$ cat src/rtl/timer_peripheral.sv
// rtl/timer_peripheral.sv - memory-mapped TH/TL/TCON timer with interrupt request and digit register
module timer_peripheral #(
  parameter logic [31:0] BASE_ADDR = 32'h40000000,
  parameter int unsigned PRESCALE  = 1
) (
  input  logic        clk,
  input  logic        reset,
  input  logic [31:0] addr,
  input  logic [31:0] wdata,
  input  logic        mem_write,
  input  logic        mem_read,
  output logic [31:0] rdata,
  output logic        irq_out,
  output logic [11:0] digi
);

  localparam int unsigned   PW       = (PRESCALE > 1) ? $clog2(PRESCALE) : 1;
  localparam logic [PW-1:0] PS_TERM  = PW'(PRESCALE - 1);
  localparam logic [31:0]   OFF_TH   = 32'h00;
  localparam logic [31:0]   OFF_TL   = 32'h04;
  localparam logic [31:0]   OFF_TCON = 32'h08;
  localparam logic [31:0]   OFF_DIGI = 32'h14;

  logic [31:0]   th;
  logic [31:0]   tl;
  logic [2:0]    tcon;
  logic [11:0]   digi_r;
  logic [PW-1:0] ps_cnt;

  logic [31:0] off;
  logic        sel_th;
  logic        sel_tl;
  logic        sel_tcon;
  logic        sel_digi;
  logic        tick;
  logic        wrap;
  logic        status_set;

  // Word offset within the window; byte lane bits are dropped.
  assign off      = (addr - BASE_ADDR) & 32'hFFFF_FFFC;
  assign sel_th   = (off == OFF_TH);
  assign sel_tl   = (off == OFF_TL);
  assign sel_tcon = (off == OFF_TCON);
  assign sel_digi = (off == OFF_DIGI);

  assign tick       = tcon[0] && (ps_cnt == PS_TERM);
  assign wrap       = tick && (tl == 32'hFFFF_FFFF);
  assign status_set = wrap && tcon[1];

  always_comb begin
    rdata = '0;
    if (mem_read) begin
      if (sel_th)        rdata = th;
      else if (sel_tl)   rdata = tl;
      else if (sel_tcon) rdata = {29'd0, tcon};
      else if (sel_digi) rdata = {20'd0, digi_r};
    end
  end

  always_ff @(posedge clk) begin
    if (!reset) begin
      th     <= '0;
      tl     <= '0;
      tcon   <= '0;
      digi_r <= '0;
      ps_cnt <= '0;
    end else begin
      if (!tcon[0] || tick) ps_cnt <= '0;
      else                  ps_cnt <= ps_cnt + PW'(1);

      // A CPU store to TL overrides both the increment and the reload.
      if (mem_write && sel_tl) tl <= wdata;
      else if (tick)           tl <= wrap ? th : tl + 32'd1;

      if (mem_write && sel_th) th <= wdata;

      // Overflow status is OR'd into a same-edge TCON store so no interrupt is lost.
      if (mem_write && sel_tcon) tcon <= {wdata[2] | status_set, wdata[1:0]};
      else if (status_set)       tcon[2] <= 1'b1;

      if (mem_write && sel_digi) digi_r <= wdata[11:0];
    end
  end

  assign irq_out = tcon[1] & tcon[2];
  assign digi    = digi_r;

endmodule

$ cat config.mk
export PLATFORM = sky130hd
export DESIGN_NAME = timer_peripheral
export DESIGN_NICKNAME = d
export VERILOG_FILES = /design/src/rtl/timer_peripheral.sv
export SDC_FILE = /design/constraint.sdc
export NUM_CORES = 1
export LEC_CHECK = 0
export BUFFER_PORTS_ARGS = -buffer_cell sky130_fd_sc_hd__buf_2
export CORE_MARGIN = 2
export CORE_UTILIZATION = 30
export DETAILED_ROUTE_END_ITERATION = 7
export PLACE_DENSITY_LB_ADDON = 0.15
export SETUP_SLACK_MARGIN = 0.4
export SYNTH_ARGS = -nofsm -noshare
export SYNTH_HDL_FRONTEND = slang
export SYNTH_SLANG_ARGS = --single-unit
$ cat constraint.sdc
create_clock -name clk -period 3.06 [get_ports clk]
set_input_delay 0.612 -clock clk [delete_from_list [all_inputs] [get_ports clk]]
set_output_delay 0.612 -clock clk [all_outputs]
set_load 0.005 [all_outputs]
Yosys cells after proc, flatten, opt, wreduce, memory -nomap -nowiden
Index checks and enable logic that the tools add are counted.
Widths: inputs -> output; s select.
{ "word_totals": {"memories": 0, "latch_bits": 0, "output_inout_bits": 45, "rom_bits": 0, "in_bits": 68, "register_bits": 80, "ramBits": 0, "elab_cells": 40} }
{ "op_classes": {"eq_ne": 4, "n_mul": 0, "addsub": 3, "magnitude_cmp": 0, "div_mod_pow": 0, "n_reduce_logical": 13, "shifts": 0, "bitwise": 4, "muxes": 10} }
{ "op_table": {"columns": ["cell", "count"], "rows": [
  ["$mux 32", 6],
  ["$add 32x1->32 const B", 1],
  ["$eq 32x32->1 const B", 1],
  ["$logic_not 32->1", 1],
  ["$sub 32x31->32 const B", 1],
  ["$eq 30x1->1 const B", 1],
  ["$eq 30x2->1 const B", 1],
  ["$eq 30x3->1 const B", 1],
  ["$mux 12", 2],
  ["$logic_and 1x1->1", 7],
  ["$reduce_bool 2->1", 2],
  ["$mux 1", 2],
  ["$not 1->1", 2],
  ["$reduce_or 2->1", 1],
  ["$add 1x1->1 const B", 1],
  ["$and 1x1->1", 1],
  ["$logic_not 1->1", 1],
  ["$logic_or 1x1->1", 1],
  ["$or 1x1->1", 1]
]} }

Logic depth before layout (Yosys ltp)
Gate-level depths: netlist of the first run.
{ "logic_depth": {"depth_word": 7, "ltp_mapped": 8, "ltp_nobuf": 6} }

Worst setup path before layout of the first run
No wires, ideal clock.
{ "synth_path": {"kind": "input-to-output", "startpoint": "input addr[17]", "endpoint": "output rdata[28]", "path_slack_ns": 0.268, "arrival_time_ns": 2.180, "path_buffers": 2, "t_required_ns": 2.448, "stages": 7, "path_cell_list": "or4_1 > nor3_2 > and4_1 > buf_2 > buf_4 > a22oi_1 > nor2b_1"} }
{ "synth_via": {"elab_chain_len": 5, "elab_cells_between_ends": 6, "cone_classes": "add/sub: 1; eq/ne: 1; mux: 3; reduce/logical: 1"} }
{ "synth_lines": {"columns": ["item", "line_no", "text"], "rows": [
  ["start, declared", "8", "input logic [31:0] addr,"],
  ["$sub 32x31->32 (*)", "40", "assign off = (addr - BASE_ADDR) & 32'hFFFF_FFFC;"],
  ["$eq 30x1->1", "42", "assign sel_tl = (off == OFF_TL);"],
  ["$mux 32", "54", "else if (sel_tl) rdata = tl;"],
  ["$mux 32 (*)", "53", "if (sel_th) rdata = th;"],
  ["$mux 32 (*)", "52", "if (mem_read) begin"],
  ["end, declared", "12", "output logic [31:0] rdata,"]
]} }
Mark *: on every way between the ends. The rest lies on a longest branch, timed or not.

Final worst setup path of the first run
{ "layout_path": {"startpoint": "input addr[7]", "endpoint": "output rdata[23]"} }
The elaborated chain is that of the path after synthesis.

==> results of run 1 <==
## area by class of cell
type / count / area, um2 / area share [%]
Inverter: 8 / 30.0 / 0.461
Sequential cell: 80 / 1600 / 24.6
Tap cell: 220 / 275 / 4.22
Timing Repair Buffer: 154 / 1010 / 15.5
Clock inverter: 3 / 17.5 / 0.269
Clock buffer: 12 / 256 / 3.93
Multi-Input combinational cell: 514 / 3330 / 51.1
## worst paths after layout
| check | depth (start not counted) | to | start | slack [ps] |
|---|---|---|---|---|
| max | 8 | rdata[23] | addr[7] | 140 |
| min reg2reg | 2 | th[27]$_SDFFE_PN0P_ | th[27]$_SDFFE_PN0P_ | 470 |
| min | 2 | th[27]$_SDFFE_PN0P_ | th[27]$_SDFFE_PN0P_ | 470 |
| max reg2reg | 6 | tl[17]$_SDFFE_PN0P_ | tl[0]$_SDFFE_PN0P_ | 630 |
## through the flow
step	setup TNS [ps]	util (%)
2_1_floorplan	0	-
3_3_place_gp	-6.12	35.9
3_5_place_dp	-374	35.9
4_1_cts	0	38.6
5_1_grt	0	39.4
6_report	0	39.4
## worst reg2reg max path, delay by kind of cell (launching register included)
family / cells / cell delay (ps)
flops: 1 / 440
simple gates: 4 / 1350
fa+ha+maj: 1 / 250
compound gates: 1 / 290
## synthesized netlist by cell type (2+ instances only)
master	count
nand2_1	93
dfxtp_1	80
nor2_1	50
a21oi_1	43
a22oi_1	32
clkbuf_1	31
nor3_1	26
nor2b_1	24
mux2i_1	23
nand3_1	23
o21ai_0	23
nor4_1	21
buf_2	14
a211oi_1	13
nand4_1	13
xor2_1	12
mux2_2	11
o211ai_1	11
and2_1	10
and4_1	10
o32ai_1	9
inv_1	8
and3_1	7
o31a_1	7
buf_4	6
nor4_2	4
o21ai_1	4
or4_1	4
a31oi_1	3
o21a_1	3
or3_1	3
xnor2_1	3
a41oi_1	2
nand2b_1	2
nand3_2	2
nand4b_1	2
nor3_2	2
nor4b_1	2
nor4b_2	2
## timing repair
item,4_1_cts,5_1_grt
endpoints found under the setup margin,32,43
gates resized for setup,24,14
buffers inserted,4,3
hold endpoints to repair,0,0
pin swaps,19,4
cloned,1,2
## state kept, by name (all words and copies together), names as in the netlist
| signal | flops |
|---|---|
| th | 32 |
| tl | 32 |
| digi | 12 |
| tcon | 3 |
| ps_cnt | 1 |
## power groups by stage
stage	registers [mW]	logic, mW	clock network [mW]
floorplan	1.07	0.0452	0
global placement	1.07	0.121	0
detailed placement	1.07	0.123	0
CTS	1.04	0.130	1.06
global route	1.04	0.141	1.11
finish	1.04	0.130	1.04
## cell families after synthesis
kind of cell	count (synthesis)	share of synthesized area, %
simple gates	309	32.8
compound gates	154	19.9
flops	80	31.6
buf+inv	62	5.87
mux	34	6.98
xor+xnor	15	2.59
fa+ha+maj	1	0.247
other cells	1	0.0739
## metal layers
layer | global-route usage, % | vias up | part of all wire, %
met5 | 0 | - | 0
met4 | 5.67 | 0 | 1.5
met3 | 3.78 | 19 | 4.8
met2 | 36.2 | 157 | 49
met1 | 26.9 | 2624 | 45
li1 | - | 2633 | -
==> impl_metrics.py, run 1 <==
metrics = {
    "floorplanning": {
        "core-area_um2": 16500,
        "rows": 47,
        "initial_core_util_pct": 30.7,
        "die-height_um": 134,
        "die_area_um2": 18000,
        "pin_count": 113,
        "fp.dieW_um": 134,
    },
    "pwr": {
        "p_sw_share_pct": 24.0,
        "seqPwrFrac_pct": 47.1,
        "power_density_nw_per_um2": 340,
        "p_leak_nw": 2.46,
        "netSwitchingPower_mw": 0.531,
        "clock_power_share_pct": 47.0,
        "pwr-share-comb_pct": 5.9,
        "total_power_mw": 2.21,
        "max-vdd-ir-drop_mv": 0.266,
        "p_int_mw": 1.68,
    },
    "job": {
        "drv_cap": 0,
    },
    "grt": {
        "antenna_found_initial": 0,
        "grt_pass1_vias": 5330,
        "grt_max_degree": 60,
        "track_usage_pct": 20.9,
        "grt_pass1_wl_mm": 29.4,
        "grt-ovfl-total": 0,
    },
    "yosys": {
        "synth_fp_nets": 725,
        "synth_edf_count": 0,
        "syn_inst": 656,
        "yosysSeqAreaShare_pct": 31.6,
        "ys.flop_type": "dfxtp_1",
        "synth_area_leaders": "dfxtp_1 (32%), nand2_1 (6.9%), a22oi_1 (4.7%)",
        "synth_area_per_cell_um2": 7.73,
        "synth_cell_types": 57,
        "synth-seq-cells": 80,
        "async_reset_ff_share_pct": 0,
        "synth_top_area_cell": "dfxtp_1",
        "yosysTopAreaCellShare_pct": 31.6,
        "ys_warn_count": 0,
        "netlist_area_um2": 5070,
    },
    "routing": {
        "vias_per_cell": 5.48,
        "drt.antenna.violating_nets": 0,
        "vias": 5433,
        "drtPass1Iterations": 5,
        "drt_wl_total_mm": 18.8,
        "drc": 0,
        "wl_per_cell_um": 18.9,
        "drt_iter0_markers": 398,
    },
    "place": {
        "gp_congestion": 0.811,
        "io_buffers": 110,
        "dp_hpwl_mm": 12.6,
        "pre_cts_ws_ps": -72.3,
        "dp_cells": 966,
        "dpl_cell_area_um2": 5940,
    },
    "sta": {
        "worstMarginPinSlew_ps": 1040,
        "period_share_pct": 95.3,
        "clock.fmax_mhz": 343,
        "grt_setup_unrepaired": "yes",
        "setup_viol": 0,
        "timing.slew.headroom_pct": 30.4,
        "hold_viol": 0,
        "report.final.slew_viol_count": 0,
        "layout_setup_ws_ps": 143,
        "min_period_ps": 2920,
        "clock_skew_ps": 9.83,
        "hold_slack_ps": 474,
    },
    "clock_network": {
        "cts_hold_buf": 0,
        "cts_root_buffer": "clkbuf_16",
        "path_clk_slew_ps": 60,
        "cts.sinks": 80,
        "numCtsBuffers": 9,
        "htreeDepth": 3,
        "cts_tree": "yes",
        "clock_latency_ps": 350,
        "clockBufferDepth": 2,
    },
    "setup_path": {
        "crit_fanout": 5,
        "crit_buf_inv": 3,
        "worstPathArrival_ps": 2310,
        "critical_path.top_delay_family": "simple AND/OR/NAND/NOR gates",
        "start_kind": "input port",
        "crit_path_cell_trace": "buf_6, or4_4, nor4_4, and3_4, buf_12, a22oi_1, nor2b_1, buf_2",
        "cp.required_ps": 2450,
        "end_kind": "primary output",
        "path_class": "in -> out",
        "slowest_stage": "or4_4",
        "slowest_delay_ps": 570,
    },
    "layout": {
        "final_cell_mix": "buf_2 (108), nand2_1 (93), dfxtp_1 (80), nor2_1 (43), a21oi_1 (43)",
        "antenna_cells": 0,
        "fin_cells": 991,
        "fillers": 1711,
        "drive_gt1_share_pct": 28.5,
        "final_common_cell": "buf_2",
        "syn_to_final_growth_pct": 28.5,
        "design_area_um2": 6520,
        "nets": 836,
    },
    "worst_hold_path": {
        "hold_class": "reg -> reg",
    },
    "run_status": {
        "status": "finished, final reports clean",
    },
}
Power figures use the tool's default switching activity.
==> run 2: changes to the inputs <==
--- a/config.mk
+++ b/config.mk
@@ -8,2 +8,3 @@
 export BUFFER_PORTS_ARGS = -buffer_cell sky130_fd_sc_hd__buf_2
+export CAP_MARGIN = 20
 export CORE_MARGIN = 2
--- a/constraint.sdc
+++ b/constraint.sdc
@@ -3,2 +3,2 @@
 set_output_delay 0.612 -clock clk [all_outputs]
-set_load 0.005 [all_outputs]
+set_load 0.05 [all_outputs]
==> run 2 against run 1 <==
  * First-iteration DRC count is 4.0% lower
  * Total power is 2.8% higher
  * Maximum frequency is 4.1% lower
  * Count of clock-buffer cells in the layout is 1 lower
  * Clock skew is 3.6 ps lower
  * Flip-flop and latch count stayed put
  * Core utilization is 3.0 points higher
==> impl_metrics.py, run 2 (synthesis results as in run 1) <==
metrics = {
    "setup_path": {
        "end_kind": "primary output",
        "slowest_stage": "or4_4",
        "start_kind": "input port",
        "cp.required_ps": 2450,
        "slowest_delay_ps": 540,
        "crit_fanout": 11,
        "path_class": "in -> out",
        "worstPathArrival_ps": 2430,
        "crit_path_cell_trace": "buf_6, or4_4, buf_6, nor3_4, and4_4, buf_12, a22oi_1, nor2b_4, buf_6",
        "path_common_cell": "buf_6",
    },
    "floorplanning": {
        "die-height_um": 134,
        "pin_count": 113,
        "initial_core_util_pct": 30.7,
        "die_area_um2": 18000,
        "rows": 47,
        "fp.dieW_um": 134,
        "core-area_um2": 16500,
    },
    "clock_network": {
        "htreeDepth": 3,
        "cts_hold_buf": 0,
        "path_clk_slew_ps": 60,
        "clockBufferDepth": 2,
        "cts.sinks": 80,
        "numCtsBuffers": 9,
        "cts_tree": "yes",
        "cts_root_buffer": "clkbuf_16",
        "clock_latency_ps": 350,
    },
    "sta": {
        "period_share_pct": 99.4,
        "layout_setup_ws_ps": 18.3,
        "report.final.slew_viol_count": 0,
        "clock.fmax_mhz": 329,
        "worstMarginPinSlew_ps": 742,
        "hold_slack_ps": 475,
        "grt_setup_unrepaired": "yes",
        "fin_setup_tns_ps": 0,
        "timing.slew.headroom_pct": 50.1,
        "setup_viol": 0,
        "min_period_ps": 3040,
        "clock_skew_ps": 6.23,
        "hold_viol": 0,
    },
    "routing": {
        "drt.antenna.violating_nets": 0,
        "drc": 0,
        "drt_iter0_markers": 382,
        "vias": 5394,
        "vias_per_cell": 5.43,
        "wl_per_cell_um": 18.4,
        "drt_wl_total_mm": 18.3,
        "drtPass1Iterations": 5,
    },
    "pwr": {
        "seqPwrFrac_pct": 45.8,
        "total_power_mw": 2.27,
        "p_sw_share_pct": 23.0,
        "clock_power_share_pct": 48.0,
        "power_density_nw_per_um2": 325,
        "netSwitchingPower_mw": 0.523,
        "p_leak_nw": 2.62,
        "pwr-share-comb_pct": 6.2,
        "p_int_mw": 1.75,
        "max-vdd-ir-drop_mv": 0.262,
    },
    "run_status": {
        "status": "finished, final reports clean",
    },
    "worst_hold_path": {
        "hold_class": "reg -> reg",
    },
    "layout": {
        "nets": 839,
        "fin_cells": 994,
        "final_cell_mix": "nand2_1 (93), dfxtp_1 (80), buf_2 (76), a21oi_1 (43), nor2_1 (41)",
        "fillers": 1687,
        "post-route-util_pct": 42.4,
        "antenna_cells": 0,
        "design_area_um2": 7010,
        "final_common_cell": "nand2_1",
        "syn_to_final_growth_pct": 38.2,
        "drive_gt1_share_pct": 31.5,
    },
    "job": {
        "drv_cap": 0,
    },
    "grt": {
        "grt_pass1_vias": 5380,
        "track_usage_pct": 20.3,
        "grt-ovfl-total": 0,
        "grt_pass1_wl_mm": 28.9,
        "antenna_found_initial": 0,
        "grt_max_degree": 37,
    },
    "place": {
        "io_buffers": 110,
        "pre_cts_ws_ps": -132,
        "dpl_cell_area_um2": 6240,
        "dp_hpwl_mm": 12.5,
        "gp_congestion": 0.846,
        "dp_cells": 971,
    },
}
## run 2: cell count changes in the layout (fill, tap and decap cells not counted), sizes merged
cell / previous run / this run
buf: 152 / 156
clkbuf: 14 / 12
bufinv: 0 / 1
clkinvlp: 1 / 0
inv: 7 / 8
## run 2: repair_timing
| item | in CTS | in global routing |
|---|---|---|
| pin swaps | 10 | 2 |
| setup buffers | 3 | 2 |
| endpoints found under the setup margin | 32 | 32 |
| cloned | 1 | 2 |
| resized for setup | 89 | 20 |
## run 2: per-layer routing
| metal | share of wire [%] | wire length [um] | GRT usage [%] |
|---|---|---|---|
| met3 | 5.3 | 972 | 3.48 |
| met4 | 1.5 | 273 | 6.20 |
| met2 | 47 | 8630 | 33.4 |
| met1 | 46 | 8420 | 27.3 |
| met5 | 0 | 0 | 0 |
## run 2: critical path, delay by kind of cell
family,cells,cell delay (ps)
AOI/OAI and AO/OA,1,120
and+or+nand+nor,4,1120
buffers and inverters,4,560
## run 2: cell type report
class	instances	area, um2	share of cell area [%]
clock buffer	11	243	3.46
clock inverter	4	45.0	0.643
multi-input combinational	514	3520	50.3
timing repair buffer	157	1290	18.4
tap	220	275	3.93
inverter	8	30.0	0.428
sequential	80	1600	22.9
## run 2: power groups by stage
| stage | sequential [mW] | clock [mW] | combinational (mW) |
|---|---|---|---|
| 2_1_floorplan | 1.07 | 0 | 0.0533 |
| 3_3_place_gp | 1.07 | 0 | 0.134 |
| 3_5_place_dp | 1.07 | 0 | 0.136 |
| 4_1_cts | 1.04 | 1.11 | 0.138 |
| 5_1_grt | 1.04 | 1.15 | 0.153 |
| 6_report | 1.04 | 1.09 | 0.141 |
## run 2: path summary, 6_finish.rpt
check / startpoint / to / slack (ps) / cells after the start
min: th[23]$_SDFFE_PN0P_ / th[23]$_SDFFE_PN0P_ / 470 / 2
max reg2reg: tl[0]$_SDFFE_PN0P_ / tl[17]$_SDFFE_PN0P_ / 570 / 6
max: addr[7] / rdata[16] / 20 / 9
min reg2reg: th[23]$_SDFFE_PN0P_ / th[23]$_SDFFE_PN0P_ / 470 / 2
